[src/rtl/reset_seq_pkg.sv]
// reset_seq_pkg
// Shared definitions for the reset sequencer: FSM state encoding, default
// timing parameters, restart counter width, and a small helper used to size
// the internal counters.
package reset_seq_pkg;

  typedef enum logic [1:0] {
    WAIT_LOCK = 2'd0,
    HOLD      = 2'd1,
    RELEASE   = 2'd2,
    RUN       = 2'd3
  } seq_state_e;

  localparam int DEF_N_DOMAINS    = 3;
  localparam int DEF_LOCK_CYCLES  = 32;
  localparam int DEF_HOLD_CYCLES  = 16;
  localparam int DEF_STAGE_CYCLES = 8;
  localparam int RESTART_CNT_W    = 8;

  // Largest of three values; used so one counter width covers every timer.
  function automatic int max3(input int a, input int b, input int c);
    int m;
    m = (a > b) ? a : b;
    return (m > c) ? m : c;
  endfunction

endpackage

[src/rtl/reset_sequencer_if.sv]
// reset_sequencer_if
// Groups the sequencer's functional signals.
//   pll_lock_In      : PLL lock, asynchronous to the sequencer clock
//   sw_rst_req_In    : software reset request, sampled as a level every cycle
//   rst_n_out        : per-domain active-low resets (registered)
//   seq_done_out     : high while every domain is released
//   state_out        : current sequencer state (debug visibility)
//   restart_cnt_out  : saturating count of fault-triggered restarts
// Signal semantics: there is no valid/ready handshake here. Inputs are plain
// levels observed on every rising clock edge; outputs are registered levels
// that change only on a rising edge or on asynchronous reset.
// Modports: master = the system side driving lock/request and observing
// resets; slave = the sequencer itself.
interface reset_sequencer_if
  import reset_seq_pkg::*;
#(
  parameter int N_DOMAINS = DEF_N_DOMAINS
);
  logic                     pll_lock_In;
  logic                     sw_rst_req_In;
  logic [N_DOMAINS-1:0]     rst_n_out;
  logic                     seq_done_out;
  logic [1:0]               state_out;
  logic [RESTART_CNT_W-1:0] restart_cnt_out;

  modport master (
    output pll_lock_In, sw_rst_req_In,
    input  rst_n_out, seq_done_out, state_out, restart_cnt_out
  );

  modport slave (
    input  pll_lock_In, sw_rst_req_In,
    output rst_n_out, seq_done_out, state_out, restart_cnt_out
  );
endinterface

[src/rtl/sync_2ff.sv]
// sync_2ff
// Generic two-flop synchronizer with asynchronous active-low reset.
//   clk   : destination clock
//   rst_n : asynchronous active-low reset; both flops load RST_VAL
//   d     : asynchronous input
//   q     : synchronized output (two destination edges of latency)
module sync_2ff #(
  parameter logic RST_VAL = 1'b0
) (
  input  logic clk,
  input  logic rst_n,
  input  logic d,
  output logic q
);
  logic meta;

  always_ff @(posedge clk or negedge rst_n) begin
    if (!rst_n) begin
      meta <= RST_VAL;
      q    <= RST_VAL;
    end else begin
      meta <= d;
      q    <= meta;
    end
  end
endmodule

[src/rtl/reset_sequencer.sv]
// reset_sequencer
// Waits for a stable, synchronized PLL lock, holds every downstream reset
// domain for a minimum time, then releases the domains one at a time in index
// order. Losing lock or a software request re-asserts every domain at once
// and restarts the sequence.
//   clk_In   : system clock, all logic on the rising edge
//   rst_n_In : asynchronous active-low reset (from the power-on generator)
//   bus      : reset_sequencer_if.slave (lock, sw request, domain resets,
//              done flag, state and restart count)
module reset_sequencer
  import reset_seq_pkg::*;
#(
  parameter int N_DOMAINS    = DEF_N_DOMAINS,
  parameter int LOCK_CYCLES  = DEF_LOCK_CYCLES,
  parameter int HOLD_CYCLES  = DEF_HOLD_CYCLES,
  parameter int STAGE_CYCLES = DEF_STAGE_CYCLES
) (
  input  logic                clk_In,
  input  logic                rst_n_In,
  reset_sequencer_if.slave    bus
);
  localparam int CNT_W = $clog2(max3(LOCK_CYCLES, HOLD_CYCLES, STAGE_CYCLES) + 1);
  localparam int IDX_W = (N_DOMAINS > 1) ? $clog2(N_DOMAINS) : 1;

  localparam logic [CNT_W-1:0] LOCK_LAST  = CNT_W'(LOCK_CYCLES - 1);
  localparam logic [CNT_W-1:0] HOLD_LAST  = CNT_W'(HOLD_CYCLES - 1);
  localparam logic [CNT_W-1:0] STAGE_LAST = CNT_W'(STAGE_CYCLES - 1);
  localparam logic [IDX_W-1:0] IDX_LAST   = IDX_W'(N_DOMAINS - 1);
  localparam logic [RESTART_CNT_W-1:0] RESTART_MAX = '1;

  logic                     lock_s;
  logic                     fault;
  seq_state_e               state;
  logic [CNT_W-1:0]         lock_cnt;
  logic [CNT_W-1:0]         hold_cnt;
  logic [CNT_W-1:0]         stage_cnt;
  logic [IDX_W-1:0]         idx;
  logic [N_DOMAINS-1:0]     rst_n_r;
  logic                     seq_done_r;
  logic [RESTART_CNT_W-1:0] restart_cnt;

  sync_2ff #(.RST_VAL(1'b0)) u_lock_sync (
    .clk   (clk_In),
    .rst_n (rst_n_In),
    .d     (bus.pll_lock_In),
    .q     (lock_s)
  );

  // A fault only exists once lock has qualified; in WAIT_LOCK the same
  // conditions merely restart the lock qualification without counting.
  assign fault = (state != WAIT_LOCK) && (!lock_s || bus.sw_rst_req_In);

  always_ff @(posedge clk_In or negedge rst_n_In) begin
    if (!rst_n_In) begin
      state       <= WAIT_LOCK;
      lock_cnt    <= '0;
      hold_cnt    <= '0;
      stage_cnt   <= '0;
      idx         <= '0;
      rst_n_r     <= '0;
      seq_done_r  <= 1'b0;
      restart_cnt <= '0;
    end else if (fault) begin
      // Fault takes priority over any release or transition due this edge.
      state      <= WAIT_LOCK;
      lock_cnt   <= '0;
      hold_cnt   <= '0;
      stage_cnt  <= '0;
      idx        <= '0;
      rst_n_r    <= '0;
      seq_done_r <= 1'b0;
      if (restart_cnt != RESTART_MAX) restart_cnt <= restart_cnt + 1'b1;
    end else begin
      case (state)
        WAIT_LOCK: begin
          if (!lock_s || bus.sw_rst_req_In) begin
            lock_cnt <= '0;
          end else if (lock_cnt == LOCK_LAST) begin
            lock_cnt <= '0;
            state    <= HOLD;
          end else begin
            lock_cnt <= lock_cnt + 1'b1;
          end
        end
        HOLD: begin
          if (hold_cnt == HOLD_LAST) begin
            hold_cnt   <= '0;
            stage_cnt  <= '0;
            rst_n_r[0] <= 1'b1;
            idx        <= IDX_W'(1);
            if (N_DOMAINS == 1) begin
              state      <= RUN;
              seq_done_r <= 1'b1;
            end else begin
              state <= RELEASE;
            end
          end else begin
            hold_cnt <= hold_cnt + 1'b1;
          end
        end
        RELEASE: begin
          if (stage_cnt == STAGE_LAST) begin
            stage_cnt    <= '0;
            rst_n_r[idx] <= 1'b1;
            if (idx == IDX_LAST) begin
              state      <= RUN;
              seq_done_r <= 1'b1;
            end else begin
              idx <= idx + 1'b1;
            end
          end else begin
            stage_cnt <= stage_cnt + 1'b1;
          end
        end
        default: ; // RUN: outputs held until a fault
      endcase
    end
  end

  assign bus.rst_n_out       = rst_n_r;
  assign bus.seq_done_out    = seq_done_r;
  assign bus.state_out       = state;
  assign bus.restart_cnt_out = restart_cnt;

endmodule

[src/flat_wrapper.sv]
// flat-port wrapper written by rule: the top's interface ports become plain ports
module reset_sequencer_flat import reset_seq_pkg::*;
#(
  parameter int N_DOMAINS    = DEF_N_DOMAINS,
  parameter int LOCK_CYCLES  = DEF_LOCK_CYCLES,
  parameter int HOLD_CYCLES  = DEF_HOLD_CYCLES,
  parameter int STAGE_CYCLES = DEF_STAGE_CYCLES
)
  (clk_In, rst_n_In, bus_pll_lock_In, bus_sw_rst_req_In, bus_rst_n_out, bus_seq_done_out, bus_state_out, bus_restart_cnt_out);
  reset_sequencer_if #(.N_DOMAINS(N_DOMAINS)) bus_i ();
  input  logic clk_In;
  input  logic rst_n_In;
  input wire logic [$bits(bus_i.pll_lock_In)-1:0] bus_pll_lock_In;
  input wire logic [$bits(bus_i.sw_rst_req_In)-1:0] bus_sw_rst_req_In;
  output wire logic [$bits(bus_i.rst_n_out)-1:0] bus_rst_n_out;
  output wire logic [$bits(bus_i.seq_done_out)-1:0] bus_seq_done_out;
  output wire logic [$bits(bus_i.state_out)-1:0] bus_state_out;
  output wire logic [$bits(bus_i.restart_cnt_out)-1:0] bus_restart_cnt_out;
  assign bus_i.pll_lock_In = bus_pll_lock_In;
  assign bus_i.sw_rst_req_In = bus_sw_rst_req_In;
  assign bus_rst_n_out = bus_i.rst_n_out;
  assign bus_seq_done_out = bus_i.seq_done_out;
  assign bus_state_out = bus_i.state_out;
  assign bus_restart_cnt_out = bus_i.restart_cnt_out;
  reset_sequencer #(.N_DOMAINS(N_DOMAINS), .LOCK_CYCLES(LOCK_CYCLES), .HOLD_CYCLES(HOLD_CYCLES), .STAGE_CYCLES(STAGE_CYCLES)) u_core (.clk_In(clk_In), .rst_n_In(rst_n_In), .bus(bus_i));
endmodule
[config.mk]
export PLATFORM = sky130hd
export DESIGN_NAME = reset_sequencer_flat
export DESIGN_NICKNAME = d
export VERILOG_FILES = /design/src/rtl/reset_seq_pkg.sv /design/src/rtl/reset_sequencer_if.sv /design/src/rtl/sync_2ff.sv /design/src/rtl/reset_sequencer.sv /design/src/flat_wrapper.sv
export SDC_FILE = /design/constraint.sdc
export NUM_CORES = 1
export LEC_CHECK = 0
export ABC_AREA = 1
export CAP_MARGIN = 5
export CORE_MARGIN = 4
export CORE_UTILIZATION = 30
export DETAILED_ROUTE_END_ITERATION = 6
export GPL_ROUTABILITY_DRIVEN = 0
export SKIP_LAST_GASP = 1
export SLEW_MARGIN = 20
export SYNTH_ARGS = -nofsm -noshare
export SYNTH_HDL_FRONTEND = slang
export SYNTH_SLANG_ARGS = --single-unit
[constraint.sdc]
create_clock -name clk_In -period 3.4 [get_ports clk_In]
set_input_delay 1.02 -clock clk_In [delete_from_list [all_inputs] [get_ports clk_In]]
set_output_delay 1.02 -clock clk_In [all_outputs]
set_load 0.01 [all_outputs]
After elaboration in Yosys (flattened, before gate mapping)
Index checks and enable logic that the tools add are counted.
Cells by class
  bitwise logic cells: 1
  multiplexer cells: 34
  order comparisons: 2
  reductions and logical operators: 20
  equality and inequality tests: 13
  add/subtract/negate cells: 5
Operators by type and width (count)
  6-bit 2-to-1 mux: 10
  2-bit 2-to-1 mux: 11
  6-bit by 1-bit adder with 6-bit output (second input constant): 3
  3-bit by 1-bit inequality test with 1-bit output (second input constant): 4
  6-bit case mux with 2 select lines: 1
  2-bit nonzero test: 6
  8-bit by 1-bit adder with 8-bit output (second input constant): 1
  8-bit inequality test (second input constant): 1
  6-bit by 3-bit == test with 1-bit output (second input constant): 1
  6-bit by 4-bit == test with 1-bit output (second input constant): 1
  6-bit by 5-bit == test with 1-bit output (second input constant): 1
  1-bit 2-to-1 mux: 6
  3-bit 2-to-1 mux: 2
  3-bit by 2-bit inequality test with 1-bit output (second input constant): 2
  2-bit case mux with 3 select lines: 1
  2-bit AND reduction: 3
  3-bit AND reduction: 2
  6-bit AND reduction: 1
  2-bit == test (second input constant): 2
  2-bit case mux with 2 select lines: 1
  4-bit AND reduction: 1
  4-bit nonzero test: 1
  2-bit by 3-bit < comparator with 1-bit output (second input constant): 1
  3-bit OR: 1
  other kinds (10): 11
Storage, ports and cells
  output and inout bits: 14
  input port bits: 4
  register bits after elaboration: 36

Logic depth before layout (Yosys ltp)
Gate-level depths: netlist of run 1.
  depth in word-level cells: 8
  depth in mapped cells: 11
  gate-level depth less buffers: 10

By module
From an unflattened synthesis of run 1, not the netlist that was laid out.
Second synthesis, totals
  cells, all modules: 277
  area total of the unflattened synthesis: 2118.3 µm²
Modules (own cells, without submodules)
  reset_sequencer: area each 2068.2 µm², instances 1, cells each 275
  sync_2ff: area each 50.0 µm², instances 1, cells each 2

Worst setup path before layout of run 1
No wires, ideal clock.
  path kind: input to register
  start point: in bus_sw_rst_req_In
  end point: reg u_core.idx[0]
  path slack: 1.553 ns
  data arrival time: 1.720 ns
  cell stages on the path: 8
  cells stage by stage: inv_1 nand2_2 nand2_4 nand2_2 nor2_4 inv_1 nand3_2 o21ai_0
Between the ends
  cells in the longest elaborated chain, start to end: 4
  elaborated cells on any way between the ends: 8
  classes of those cells: eq/ne (3); mux (1); reduce/logical (4)
Ends and longest elaborated chain
  start: declaration: RTL line flat_wrapper.sv:14  | input wire logic [$bits(bus_i.sw_rst_req_In)-1:0] bus_sw_rst_req_In;
  1-bit logical OR (*): RTL line reset_sequencer.sv:51  | assign fault = (state != WAIT_LOCK) && (!lock_s || bus.sw_rst_req_In);
  1-bit logical AND (*): RTL line reset_sequencer.sv:51
  3-bit by 1-bit inequality test with 1-bit output (no line), or another cell as far along
  4-bit AND reduction (no line)
  end signal: assignment: RTL line reset_sequencer.sv:109  | idx <= idx + 1'b1;
  end: declaration: RTL line reset_sequencer.sv:37  | logic [IDX_W-1:0] idx;
Every way passes the cells marked *; elsewhere a longest branch is shown, timed or not.
A chain may end at the register's enable or synchronous reset.

Final worst setup path of run 1
  start point: reg u_core.state[1], in the netlist u_core.bus.state_out[1]
  end point: out bus_state_out[1]
RTL lines
  start: declaration: RTL line reset_sequencer.sv:33  | seq_state_e state;
  start signal: assignment: RTL line reset_sequencer.sv:55  | state <= WAIT_LOCK;
  start signal: assignment: RTL line reset_sequencer.sv:65  | state <= WAIT_LOCK;
  start signal: assignment: RTL line reset_sequencer.sv:80  | state <= HOLD;
  end: declaration: RTL line flat_wrapper.sv:17  | output wire logic [$bits(bus_i.state_out)-1:0] bus_state_out;
No word-level cell between the ends.

==> flow_summary.toml, run 1 <==
[yosys]
syn_area_sq_mm = 0.002052
syn_nets = 268
synthTopCellsByCount = "nand2_1, dfrtp_1, inv_1"
synth_edf_count = 0
synth_ff_type = "dfrtp_1"
async_flop_share_pct = 100.0
avgSynthCellArea_sq_um = 8.079
yosysSeqAreaShare_pct = 43.90
ys_ff_latch = 36
ys_warn_count = 0
synth_cell_types = 30
postSynthCellCount = 254
yosysTopAreaCell = "dfrtp_1"
yosysMostFrequentCell = "nand2_1"
synth.area.top_cells = "dfrtp_1, nand2_1, ha_1"
synth.top_cell.area_share_pct = 43.90

[sta]
hold_viol = 0
setup_viol = 0
slew_violations = 0
slew_headroom_pct = 45.34
tightest_slew_ns = 0.8200
timing.final.crit_period_ns = 2.371
finalCritPeriodShare_pct = 69.73
final.setup.worst_slack_ns = 1.029
whs_ns = 0.3648
setup-tns-final_ns = 0
max_freq_mhz = 421.8
rsz0062_at_grt = "no"
skew_ns = 0.003556

[floorplan]
die_x_um = 90.71
die_area_sq_mm = 0.008227
core_sq_mm = 0.006495
initial_core_util_pct = 31.59
pin_count = 18
die_y_um = 90.71
rows = 29

[finish]
seq_area_sq_um = 900.9
fin_nets = 290
multi_input_comb_area_sq_um = 993.5
diodes = 0
final_cells = 353
drive_gt1_share_pct = 10.87
nFillCells = 649
synthToLayoutAreaGrowth_pct = 16.52

[clocking]
cts_resized = 0
clock-root-buffer = "clkbuf_8"
clock_sinks = 36
cts_max_path_buffers = 2
cts.reportedPaths.clkPinSlew_ns = 0.07
cts_setup_buffers = 0
cts_tree = "built"
clk_latency_ns = 0.29
cts_hold_buf = 0
cts_inserted_buffers = 5
htreeDepth = 2

[placement]
port_buffers = 17
place_inst = 346
hpwl_um = 3001
pre_cts_ws_ns = 0.8647

[detailed_routing]
drt_wl_total_um = 4117
antenna_left = 0
vias = 1636
drc_errors = 0
dr.pass1.iters = 4
vias_per_cell = 4.635
drt_iter0_drc = 123
wl_per_cell_um = 11.66

[job]
maxCapViolCount = 0

[critical_path]
path_max_fanout = 6
crit_chain = "clkdlybuf4s50_1"
slowest_delay_ns = 0.59
worstPathArrival_ns = 1.35
critPathSlowestCell = "clkdlybuf4s50_1"
end_kind = "primary output"
crit_family = "buffers and inverters"
crit_buf_inv = 1
required_ns = 2.38
startpoint_type = "flip-flop"
worstSetupPathType = "reg -> out"

[global_routing]
grt_pass1_vias = 1652
grt.overflow.total = 0
grt_max_degree = 37
grt_pass1_wl_um = 7452
grt_usage_pct = 11.08
antenna_found_initial = 0

[pwr]
p_per_area_mw_per_mm2 = 747.7
power_mw = 1.788
ir_drop_mv = 0.3132
p_leak_nw = 1.093

[min_path]
hold_path_class = "reg -> reg"

[status]
status = "finished clean"
==> worst register-to-register path, cell delays in order (launching register included) <==
cell and delay, ns:
dfrtp_1 0.46, inv_1 0.11, ha_1 0.33, inv_2 0.09, nand2_4 0.17, nand2_2 0.09
nor2_4 0.20, inv_1 0.08, nand3_2 0.08, nand2_1 0.05, o21ai_0 0.08
==> cell families after synthesis <==
group / share of synthesized area [%]
compound gates: 9.146
xor+xnor: 3.415
fa+ha+maj: 6.098
buf+inv: 7.683
flops: 43.90
simple gates: 29.76
==> path summary, 6_finish.rpt <==
check	cells past startpoint	endpoint	slack [ns]	startpoint
max in group asynchronous	1	u_core.bus.seq_done_out$_DFFE_PN0P_	2.06	rst_n_In
hold reg to reg	0	u_core.u_lock_sync.q$_DFF_PN0_	0.36	u_core.u_lock_sync.meta$_DFF_PN0_
min in group asynchronous	1	u_core.lock_cnt[3]$_DFFE_PN0P_	0.83	rst_n_In
hold / removal	0	u_core.u_lock_sync.q$_DFF_PN0_	0.36	u_core.u_lock_sync.meta$_DFF_PN0_
setup / recovery	1	bus_state_out[1]	1.03	u_core.bus.state_out[1]$_DFFE_PN0P_
setup reg to reg	10	u_core.idx[1]$_DFFE_PN0P_	1.57	u_core.bus.state_out[0]$_DFFE_PN0P_
==> flip-flops by register name, summed over array words and instances, names as in the netlist <==
name / count
u_core.hold_cnt: 6
u_core.u_lock_sync.q: 1
u_core.bus.restart_cnt_out: 8
u_core.bus.rst_n_out: 3
u_core.bus.seq_done_out: 1
u_core.bus.state_out: 2
u_core.stage_cnt: 6
u_core.lock_cnt: 6
u_core.idx: 2
u_core.u_lock_sync.meta: 1
==> layer usage <==
layer / track usage (%) / vias up / wire, um
li1: - / 860 / -
met1: 14.55 / 748 / 2096
met2: 17.54 / 21 / 1844
met3: 2.750 / 7 / 101
met4: 4.209 / 0 / 74
met5: 0 / - / 0
==> layout by cell type, fill, tap and decap left out <==
cell and n:
nand2_1 58, dfrtp_1 36, inv_1 30, nor2_1 24, nand3_1 22, clkdlybuf4s50_1 16
o21ai_0 15, ha_1 10, a21oi_1 7, clkbuf_8 7, o21ai_1 5, xnor2_1 5
inv_2 4, nand4_1 4, nor3_1 4, nand2_2 3, nor2_2 3, nand3_2 3
xor2_1 3, nand2_4 2, nor2_4 2, a21oi_2 2, o22ai_1 2, o31ai_1 2
clkinv_2 1, inv_4 1, nor2_8 1, o21bai_1 1, nand3b_1 1, nor3b_1 1
buf_2 1
==> where the power goes <==
group	leakage [nW]	internal [mW]	switching, mW
Combinational	0.564	0.326	0.495
Clock	0.0503	0.181	0.152
Sequential	0.479	0.528	0.107
Total	1.09	1.03	0.753
==> cell type report <==
cell class / count / share of cell area, %
Multi-Input combinational cell: 180 / 41.55
Sequential cell: 36 / 37.68
Timing Repair Buffer: 17 / 6.907
Tap cell: 77 / 4.029
Clock buffer: 7 / 4.029
Inverter: 36 / 5.808
==> stage by stage <==
stage | utilization [%] | cell area, sq um
2_1_floorplan | - | 2052
3_3_place_gp | 35.33 | 2295
3_5_place_dp | 35.33 | 2295
4_1_cts | 36.81 | 2391
5_1_grt | 36.81 | 2391
6_report | 36.81 | 2391
Note: power is estimated with default switching activity, not from simulation.
==> inputs of run 2 (changes only) <==
==> constraint.sdc (replaced) <==
create_clock -name clk_In -period 2.1 [get_ports clk_In]
set_input_delay 0.63 -clock clk_In [delete_from_list [all_inputs] [get_ports clk_In]]
set_output_delay 0.63 -clock clk_In [all_outputs]
set_load 0.01 [all_outputs]
==> run 2 against run 1 <==
Sequential cell count unchanged; critical path depth unchanged; largest power group unchanged; routed wire length down 0.36%; first-iteration DRC count down 43%; final cell count up 1.7%.
==> flow_summary.toml, run 2 (synthesis results as in run 1) <==
[status]
status = "finished clean"

[global_routing]
grt_max_degree = 21
grt_pass1_wl_um = 7424
grt.overflow.total = 0
grt_pass1_vias = 1661
grt_usage_pct = 11.05
antenna_found_initial = 0

[finish]
final_common_cell = "nand2_1"
drive_gt1_share_pct = 12.41
fin_nets = 295
nFillCells = 647
diodes = 0
fin_util_pct = 37.55
fin_area_sq_mm = 0.002439
layout_common_cells = "nand2_1, dfrtp_1, inv_1"
final_cells = 359
largest_reg_flops = 8
synthToLayoutAreaGrowth_pct = 18.84

[sta]
finalCritPeriodShare_pct = 96.50
skew_ns = 0.004777
max_freq_mhz = 493.5
slew_violations = 0
rsz0062_at_grt = "no"
tightest_slew_ns = 0.4183
slew_headroom_pct = 72.11
hold_viol = 0
setup_viol = 0
timing.final.crit_period_ns = 2.026
setup-tns-final_ns = 0
final.setup.worst_slack_ns = 0.07358

[detailed_routing]
vias = 1680
vias_per_cell = 4.680
drt_wl_total_um = 4102
drt_iter0_drc = 70
dr.pass1.iters = 4
antenna_left = 0
wl_met2_um = 1913
maxUsedRoutingLayer = "met4"
wl_met3_um = 138
wl_per_cell_um = 11.43
drc_errors = 0
drt-met1-wl_um = 1941

[critical_path]
end_kind = "primary output"
worstSetupPathType = "reg -> out"
crit_chain = "clkdlybuf4s50_1"
crit_buf_inv = 1
slowest_delay_ns = 0.60
crit_family = "buffers and inverters"
critPathSlowestCell = "clkdlybuf4s50_1"
startpoint_type = "flip-flop"
required_ns = 1.47
worstPathArrival_ns = 1.40
path_max_fanout = 6

[min_path]
hold_path_class = "in -> async"

[clocking]
cts_setup_buffers = 0
cts.reportedPaths.clkPinSlew_ns = 0.07
clk_latency_ns = 0.29
cts_hold_buf = 0
htreeDepth = 2
clock_sinks = 36
cts_tree = "built"
cts_inserted_buffers = 5
cts_max_path_buffers = 2
cts_resized = 0
clock-root-buffer = "clkbuf_8"

[job]
maxCapViolCount = 0

[floorplan]
die_y_um = 90.71
core_sq_mm = 0.006495
die_area_sq_mm = 0.008227
die_x_um = 90.71
initial_core_util_pct = 31.59
pin_count = 18
rows = 29

[placement]
hpwl_um = 3212
port_buffers = 17
placed_area_sq_mm = 0.002345
pre_cts_ws_ns = 0.04336
place_inst = 351

[pwr]
ir_drop_mv = 0.6315
switching_share_pct = 41.91
seq_power_share_pct = 35.5
switchingPower_mw = 1.213
p_leak_nw = 1.116
pwr-share-clk_pct = 17.5
p_int_mw = 1.682
p_per_area_mw_per_mm2 = 1187
combPwrFrac_pct = 47.0
[run 2: per-stage QoR]
stage | hold slack [ns] | power, mW
CTS | 0.2709 | 2.945
detailed placement | 0.3365 | 2.415
finish | 0.2671 | 2.895
global route | 0.2824 | 3.166
global placement | 0.3345 | 2.404
floorplan | 0.3312 | 1.976
[run 2: final timing paths]
| path | start | slack, ns | cells past startpoint | to |
|---|---|---|---|---|
| worst max-delay path | u_core.bus.state_out[1]$_DFFE_PN0P_ | 0.07 | 1 | bus_state_out[1] |
| worst min-delay path | rst_n_In | 0.27 | 1 | u_core.lock_cnt[4]$_DFFE_PN0P_ |
| worst max register to register | u_core.bus.state_out[1]$_DFFE_PN0P_ | 0.30 | 7 | u_core.idx[0]$_DFFE_PN0P_ |
| worst min register to register | u_core.u_lock_sync.meta$_DFF_PN0_ | 0.36 | 0 | u_core.u_lock_sync.q$_DFF_PN0_ |
| max in group asynchronous | rst_n_In | 1.39 | 2 | u_core.hold_cnt[0]$_DFFE_PN0P_ |
| min in group clk_In | u_core.u_lock_sync.meta$_DFF_PN0_ | 0.36 | 0 | u_core.u_lock_sync.q$_DFF_PN0_ |
[run 2: layout make-up]
type	count	area [sq um]	share of cell area (%)
clock inverter	1	7.507	0.3079
tap	77	96.34	3.951
clock buffer	7	86.33	3.540
sequential	36	900.9	36.94
timing repair buffer	22	215.2	8.825
inverter	36	138.9	5.695
multi-input combinational	180	993.5	40.74
[run 2: routing by layer]
metal / vias up / GRT usage, %
met5: - / 0
met4: 0 / 6.122
met3: 9 / 2.417
met2: 29 / 17.54
met1: 772 / 13.86
li1: 870 / -
[run 2: power by group through the flow]
stage               combinational (mW)  sequential (mW)  clock, mW
global route                      1.55             1.06      0.561
CTS                               1.38             1.03      0.538
floorplan                        0.933             1.04          0
detailed placement                1.37             1.04          0
global placement                  1.37             1.04          0
finish                            1.36             1.03      0.506
